$ cat src/rtl/fmul_pkg.sv
// Shared types and constants for the single-precision float multiplier control path.
package fmul_pkg;

  typedef enum logic [3:0] {
    S_IDLE   = 4'd0,
    S_LOAD   = 4'd1,
    S_MSTART = 4'd2,
    S_MWAIT  = 4'd3,
    S_CAPT   = 4'd4,
    S_NLOAD  = 4'd5,
    S_NORM   = 4'd6,
    S_WRITE  = 4'd7,
    S_DONE   = 4'd8
  } fmul_state_t;

  localparam int EXP_BIAS = 127;
  localparam int MANT_W   = 23;
  localparam int PROD_W   = 48;
  localparam int NORM_BIT = 45;

endpackage

$ cat src/rtl/fmul_sequencer_if.sv
// Requester/datapath handshake and stage strobes of the float multiplier sequencer.
interface fmul_sequencer_if;

  logic start;
  logic mult_done;
  logic norm_ok;
  logic ready;
  logic busy;
  logic ld_operands;
  logic mult_start;
  logic ld_product;
  logic norm_load;
  logic norm_step;
  logic ld_result;
  logic done;
  logic err_timeout;

  modport master (
    output start, mult_done, norm_ok,
    input  ready, busy, ld_operands, mult_start, ld_product,
           norm_load, norm_step, ld_result, done, err_timeout
  );

  modport slave (
    input  start, mult_done, norm_ok,
    output ready, busy, ld_operands, mult_start, ld_product,
           norm_load, norm_step, ld_result, done, err_timeout
  );

endinterface

$ cat src/rtl/fmul_step_counter.sv
// Clearable up-counter with a limit compare; shared by the multiply wait and normalise loops.
module fmul_step_counter #(
  parameter int CNT_W = 8
) (
  input  logic             clk,
  input  logic             rst_n,
  input  logic             i_clear,
  input  logic             i_enable,
  input  logic [CNT_W-1:0] i_limit,
  output logic             o_hit
);

  logic [CNT_W-1:0] r_count;

  // Saturates at all-ones so a missed limit can never wrap back to zero.
  always_ff @(posedge clk or negedge rst_n) begin
    if (!rst_n) begin
      r_count <= '0;
    end else if (i_clear) begin
      r_count <= '0;
    end else if (i_enable && (r_count != {CNT_W{1'b1}})) begin
      r_count <= r_count + CNT_W'(1);
    end
  end

  assign o_hit = (r_count == i_limit);

endmodule

$ cat src/rtl/fmul_sequencer.sv
// Control FSM that strobes each stage of the float multiplier datapath on a single clock.
module fmul_sequencer
  import fmul_pkg::*;
#(
  parameter int MULT_CYCLES = 25,
  parameter int NORM_MAX    = 46,
  parameter int CNT_W       = 8
) (
  input  logic             clk,
  input  logic             rst_n,
  fmul_sequencer_if.slave  bus
);

  localparam logic [CNT_W-1:0] MULT_LIMIT = CNT_W'(MULT_CYCLES - 1);
  localparam logic [CNT_W-1:0] NORM_LIMIT = CNT_W'(NORM_MAX);

  fmul_state_t      r_state;
  fmul_state_t      w_state_next;
  logic             r_err_timeout;
  logic             w_cnt_clear;
  logic             w_cnt_enable;
  logic             w_cnt_hit;
  logic             w_timeout;
  logic [CNT_W-1:0] w_cnt_limit;

  fmul_step_counter #(.CNT_W(CNT_W)) u_step_counter (
    .clk      (clk),
    .rst_n    (rst_n),
    .i_clear  (w_cnt_clear),
    .i_enable (w_cnt_enable),
    .i_limit  (w_cnt_limit),
    .o_hit    (w_cnt_hit)
  );

  always_ff @(posedge clk or negedge rst_n) begin
    if (!rst_n) begin
      r_state <= S_IDLE;
    end else begin
      r_state <= w_state_next;
    end
  end

  // Limits are compared before incrementing, so the counter value seen here is the step index.
  always_comb begin
    w_state_next = r_state;
    w_cnt_clear  = 1'b0;
    w_cnt_enable = 1'b0;
    w_timeout    = 1'b0;
    w_cnt_limit  = NORM_LIMIT;
    case (r_state)
      S_IDLE:   if (bus.start) w_state_next = S_LOAD;
      S_LOAD:   w_state_next = S_MSTART;
      S_MSTART: begin
        w_cnt_clear  = 1'b1;
        w_state_next = S_MWAIT;
      end
      S_MWAIT: begin
        w_cnt_limit = MULT_LIMIT;
        if (bus.mult_done) begin
          w_state_next = S_CAPT;
        end else if (w_cnt_hit) begin
          w_timeout    = 1'b1;
          w_state_next = S_WRITE;
        end else begin
          w_cnt_enable = 1'b1;
        end
      end
      S_CAPT:   w_state_next = S_NLOAD;
      S_NLOAD: begin
        w_cnt_clear  = 1'b1;
        w_state_next = S_NORM;
      end
      S_NORM: begin
        if (bus.norm_ok || w_cnt_hit) begin
          w_state_next = S_WRITE;
        end else begin
          w_cnt_enable = 1'b1;
        end
      end
      S_WRITE:  w_state_next = S_DONE;
      S_DONE:   w_state_next = S_IDLE;
      default:  w_state_next = S_IDLE;
    endcase
  end

  // A timed-out request still produces a (garbage) result so done always follows start.
  always_ff @(posedge clk or negedge rst_n) begin
    if (!rst_n) begin
      r_err_timeout <= 1'b0;
    end else if ((r_state == S_IDLE) && bus.start) begin
      r_err_timeout <= 1'b0;
    end else if (w_timeout) begin
      r_err_timeout <= 1'b1;
    end
  end

  assign bus.ready       = (r_state == S_IDLE);
  assign bus.busy        = (r_state != S_IDLE);
  assign bus.ld_operands = (r_state == S_LOAD);
  assign bus.mult_start  = (r_state == S_MSTART);
  assign bus.ld_product  = (r_state == S_CAPT);
  assign bus.norm_load   = (r_state == S_NLOAD);
  assign bus.norm_step   = (r_state == S_NORM) && w_cnt_enable;
  assign bus.ld_result   = (r_state == S_WRITE);
  assign bus.done        = (r_state == S_DONE);
  assign bus.err_timeout = r_err_timeout;

endmodule

$ cat src/flat_wrapper.sv
// flat-port wrapper written by rule: the top's interface ports become plain ports
module fmul_sequencer_flat import fmul_pkg::*;
#(
  parameter int MULT_CYCLES = 25,
  parameter int NORM_MAX    = 46,
  parameter int CNT_W       = 8
)
  (clk, rst_n, bus_start, bus_mult_done, bus_norm_ok, bus_ready, bus_busy, bus_ld_operands, bus_mult_start, bus_ld_product, bus_norm_load, bus_norm_step, bus_ld_result, bus_done, bus_err_timeout);
  fmul_sequencer_if bus_i ();
  input  logic clk;
  input  logic rst_n;
  input wire logic [$bits(bus_i.start)-1:0] bus_start;
  input wire logic [$bits(bus_i.mult_done)-1:0] bus_mult_done;
  input wire logic [$bits(bus_i.norm_ok)-1:0] bus_norm_ok;
  output wire logic [$bits(bus_i.ready)-1:0] bus_ready;
  output wire logic [$bits(bus_i.busy)-1:0] bus_busy;
  output wire logic [$bits(bus_i.ld_operands)-1:0] bus_ld_operands;
  output wire logic [$bits(bus_i.mult_start)-1:0] bus_mult_start;
  output wire logic [$bits(bus_i.ld_product)-1:0] bus_ld_product;
  output wire logic [$bits(bus_i.norm_load)-1:0] bus_norm_load;
  output wire logic [$bits(bus_i.norm_step)-1:0] bus_norm_step;
  output wire logic [$bits(bus_i.ld_result)-1:0] bus_ld_result;
  output wire logic [$bits(bus_i.done)-1:0] bus_done;
  output wire logic [$bits(bus_i.err_timeout)-1:0] bus_err_timeout;
  assign bus_i.start = bus_start;
  assign bus_i.mult_done = bus_mult_done;
  assign bus_i.norm_ok = bus_norm_ok;
  assign bus_ready = bus_i.ready;
  assign bus_busy = bus_i.busy;
  assign bus_ld_operands = bus_i.ld_operands;
  assign bus_mult_start = bus_i.mult_start;
  assign bus_ld_product = bus_i.ld_product;
  assign bus_norm_load = bus_i.norm_load;
  assign bus_norm_step = bus_i.norm_step;
  assign bus_ld_result = bus_i.ld_result;
  assign bus_done = bus_i.done;
  assign bus_err_timeout = bus_i.err_timeout;
  fmul_sequencer #(.MULT_CYCLES(MULT_CYCLES), .NORM_MAX(NORM_MAX), .CNT_W(CNT_W)) u_core (.clk(clk), .rst_n(rst_n), .bus(bus_i));
endmodule
$ cat config.mk
export PLATFORM = sky130hd
export DESIGN_NAME = fmul_sequencer_flat
export DESIGN_NICKNAME = d
export VERILOG_FILES = /design/src/rtl/fmul_pkg.sv /design/src/rtl/fmul_sequencer_if.sv /design/src/rtl/fmul_step_counter.sv /design/src/rtl/fmul_sequencer.sv /design/src/flat_wrapper.sv
export SDC_FILE = /design/constraint.sdc
export NUM_CORES = 1
export LEC_CHECK = 0
export ABC_AREA = 1
export BUFFER_PORTS_ARGS = -buffer_cell sky130_fd_sc_hd__buf_2
export CORE_ASPECT_RATIO = 2
export CORE_UTILIZATION = 29
export CTS_CLUSTER_SIZE = 12
export DETAILED_ROUTE_END_ITERATION = 16
export HOLD_SLACK_MARGIN = 0.06
export PLACE_DENSITY = 0.49
export SLEW_MARGIN = 20
export SYNTH_ARGS = -nofsm -noshare
export SYNTH_HDL_FRONTEND = slang
export SYNTH_SLANG_ARGS = --single-unit
$ cat constraint.sdc
create_clock -name clk -period 3.9 [get_ports clk]
set_input_delay 0.195 -clock clk [delete_from_list [all_inputs] [get_ports clk]]
set_output_delay 0.195 -clock clk [all_outputs]
set_load 0.05 [all_outputs]
# After elaboration in Yosys (flattened, before gate mapping)
# Cells that the tools add are included.
# totals
elab_cells	45
regBits	13
inputBits	5
out_inout_bits	10
# op_classes
n_eq_ne	13
n_mux	18
n_reduce_logical	10
add_sub_neg	1
# op_table
operator	n
$pmux 4 s8	1
$eq 4x3->1 const B	4
$mux 4	4
$mux 8	2
$mux 1	9
$add 8x1->8 const B	1
$eq 4x2->1 const B	2
$eq 8x8->1	1
$ne 8x8->1 const B	1
$mux 6	1
$eq 4x1->1 const B	1
$eq 4x4->1 const B	1
$logic_not 4->1	1
$reduce_bool 2->1	2
$reduce_bool 4->1	1
$logic_and 1x1->1	3
$ne 3x2->1 const B	1
$reduce_and 3->1	1
$ne 2x1->1 const B	1
$ne 2x2->1 const B	1
$pmux 1 s2	1
$reduce_or 2->1	1
$logic_or 1x1->1	1

# Longest topological paths before layout
# logic_depth
word_depth	9
ltp_mapped	10
mapped_depth_nobuf	10

# Hierarchy
# A second synthesis with hierarchy kept.
# unflattened
cells_unflattened	140
hier_area_um2	969.7
# by_module_without_submodules
mod	n_inst	area_per_inst_um2	seq_area_each_um2	cells_per_inst
fmul_step_counter	1	584.3	200.2	83
fmul_sequencer	1	385.4	125.1	57

# Least setup slack after synthesis
# Ideal clock, no wire load.
# synth_timing
path_type	reg2reg
from	register u_core.r_state[0]
to	register u_core.r_state[2]
setup_time_ps	130
path_slack_ps	1463
arrival_ps	2307
stages_incl_launch_ff	8
path_cell_list	dfrtp_1 nor2_1 inv_1 nor2_1 inv_1 or2_2 nand3_1 o21ai_0
# synth_rtl
item	line_no	text
start, declared	fmul_sequencer.sv:17	fmul_state_t r_state;
start signal, assigned	fmul_sequencer.sv:39	r_state <= w_state_next;
$logic_not 4->1 *	n/a	
named net bus_ready	flat_wrapper.sv:15	output wire logic [$bits(bus_i.ready)-1:0] bus_ready;
$ne 2x2->1 (no source line)	n/a	
$reduce_and 3->1 (no source line)	n/a	
# Mark *: on every way through the listed nets, which the timed path passes. The rest lies on a longest branch.
# A chain may end at the register's enable or synchronous reset.

# Final worst setup path
# layout_timing
from	register u_core.r_state[1]
to	output bus_norm_step
# layout_between
elab_chain_len	7
# layout_lines
item	line_no	text
$eq 4x2->1	fmul_sequencer.sv:50	case (r_state)
$mux 6	fmul_sequencer.sv:50	
$eq 8x8->1	fmul_step_counter.sv:26	assign o_hit = (r_count == i_limit);
$mux 1 or $logic_or 1x1->1 (tied branches)	fmul_sequencer.sv:61, fmul_sequencer.sv:74	
$mux 1, on equally long branches	fmul_sequencer.sv:59, fmul_sequencer.sv:74	
$pmux 1 s2	fmul_sequencer.sv:50	
$logic_and 1x1->1 *	fmul_sequencer.sv:103	assign bus.norm_step = (r_state == S_NORM) && w_cnt_enable;
end, declared	flat_wrapper.sv:21	output wire logic [$bits(bus_i.norm_step)-1:0] bus_norm_step;
# Mark *: on every way between the ends. The rest lies on a longest branch, timed or not.

==> results.toml <==
[placed_design]
finalWeightedCongestion = 0.885
place_ws_ns = 2.17
portBuffers = 14
placedCellCount = 169
dpl.hpwl_mm = 1.91

[timing]
rsz0062_at_grt = "false"
period_share_pct = 50.6
final-hold-violation-count = 0
finClkSkew_ns = 0.00496
max_freq_ghz = 0.507
relSlewSlack_pct = 78.3
finalWorstSetupSlack_ns = 1.93
period_needed_ns = 1.97
tightest_slew_ns = 0.326
finalMaxSlewViolations = 0
fin_setup_tns_ns = 0
setup_viol = 0

[clock_network]
post_cts_resized = 0
clk_pin_slew_worst_paths_ns = 0.06
root_buffer = "clkbuf_8"
htree_levels = 1
cts_buffers = 3
post_cts_buffers = 0
postCtsHoldBufs = 1
cts_tree = "yes"
clk_path_buf_depth = 2
clkLatencyLatePin_ns = 0.25
cts_sinks = 13

[power]
p_leak_nw = 0.536
power_density_nw_per_um2 = 785
peakVddDrop_uv = 223

[die]
row_count = 28
die_x_um = 41
ios = 15
start_util_pct = 30.3
core_um2 = 2910
dieArea_um2 = 3280
chipHeight_um = 80.0

[global_route]
grt_antenna_before_repair = 0
grt_overflow = 0
grt_pass1_vias = 839
grt_pass1_wl_mm = 3.68
grt_max_degree = 14
track_usage_pct = 17.3

[worst_setup_path]
crit_slowest_cell = "dfrtp_1"
cp_data_arrival_time_ns = 1.78
critPathKind = "reg2out"
required_ns = 3.70
endpoint_kind = "output port"
max_stage_delay_ns = 0.45
crit_path_start_kind = "flip-flop"
crit_top_cell = "nand2_2"
path_cells = "nand2_2, inv_2, nand2_2, or2_4, o21ai_4, nand2_2, nor2_1, buf_2"
cp_max_fo = 6

[synthesis]
syn-cell-area_um2 = 882
syn_avg_cell_area_um2 = 7.06
synth_top_cell_area_share_pct = 36.9
yosysMostFrequentCell = "nand2_1"
ys.flop_type = "dfrtp_1"
synthTopCellsByArea = "dfrtp_1 37%, nand2_1 14%, nand3_1 9.1%, nor2_1 8.9%, inv_1 5.5%"
yosysTopAreaCell = "dfrtp_1"
ys_seq_area_share_pct = 36.9
ys_types = 21
synth-edff-count = 0
synth_top_cells_by_count = "33 x nand2_1, 21 x nor2_1, 16 x nand3_1"
ys_async_sr_fraction_pct = 100
yosysWarnings = 0
ys_ff_latch = 13
syn_nets = 131
netlist_instances = 125

[detailed_routing]
dr.first_iter.drc_count = 12
routed_via_density = 4.85
drc = 0
wire_per_inst_um = 13.7
drt-pass1-iter-count = 4
ant_nets = 0
wl_mm = 2.39
num_vias = 844

[final_layout]
layout-drive-gt1-share_pct = 19.4
area_delta_synth_final_pct = 18.4
nets = 151
antenna_cells = 0
stdcell_count = 174

[min_path]
min_path_type = "in2reg"

[job]
cap_violations = 0

[status]
outcome = "finished clean"
==> kinds of logic after synthesis <==
kind of cell / synth area share [%]
AOI/OAI and AO/OA: 5.82
xor gates and xnor gates: 4.97
adders and majority gates: 1.42
buffers and inverters: 8.37
DFF: 36.9
and+or+nand+nor: 42.6
==> cell usage in the layout (no fill, tap or decap), types with 4 or more instances in the layout <==
master,count
buf_2,14
dfrtp_1,13
inv_1,13
nand2_1,33
nand3_1,16
nor2_1,21
nor3_1,4
o21ai_0,4
==> final timing paths <==
kind	start	end	slack, ns	depth (start not counted)
setup / recovery	u_core.r_state[1]	bus_norm_step	1.93	8
hold / removal	bus_start	u_core.bus.err_timeout	0.13	2
setup reg to reg	u_core.u_step_counter.r_count[1]	u_core.u_step_counter.r_count[4]	2.30	8
hold reg to reg	u_core.r_state[3]	u_core.r_state[1]	0.50	1
max in group asynchronous	rst_n	u_core.u_step_counter.r_count[0]	3.28	2
min in group asynchronous	rst_n	u_core.r_state[1]	0.37	2
==> routing by layer <==
| metal | track usage [%] | share of wire (%) |
|---|---|---|
| met5 | 0 | 0 |
| met2 | 32.5 | 60 |
| met3 | 2.51 | 2.2 |
| met1 | 14.5 | 34 |
| met4 | 10.7 | 3.6 |
==> state kept, by name, indices dropped and copies added (netlist names) <==
signal / cells
u_core.r_state: 4
u_core.u_step_counter.r_count: 8
u_core.bus.err_timeout: 1
==> worst max-delay path, delay by kind of cell, from the launching register on <==
kind,cells,cell delay (ns)
AO/OA/AOI/OAI,1,0.09
buffers and inverters,2,0.34
AND/OR/NAND/NOR,5,0.64
flip-flops,1,0.45
==> power breakdown <==
group          switching [mW]  leakage [nW]  internal [mW]
clock                  0.0523        0.0228         0.0723
sequential             0.0508         0.173          0.172
combinational           0.332         0.340          0.140
total                   0.436         0.536          0.384
==> per-stage QoR <==
stage / total power [mW] / cell area [um2] / util (%) / hold WS (ns)
after detailed placement: 0.701 / 990 / 34.0 / 0.108
after floorplan: 0.586 / 882 / - / -0.101
final: 0.820 / 1040 / 35.9 / 0.131
after global routing: 0.887 / 1040 / 35.9 / 0.137
after CTS: 0.829 / 1040 / 35.9 / 0.129
after global placement: 0.697 / 990 / 34.0 / 0.103
==> final cells by class <==
type	count	area, um2
fill	326	1860
multi-input combinational	96	483
sequential	13	325
timing repair buffer	15	80.1
inverter	16	73.8
clock buffer	4	45.0
tap	30	37.5
Note: power is estimated with default switching activity, not from simulation.
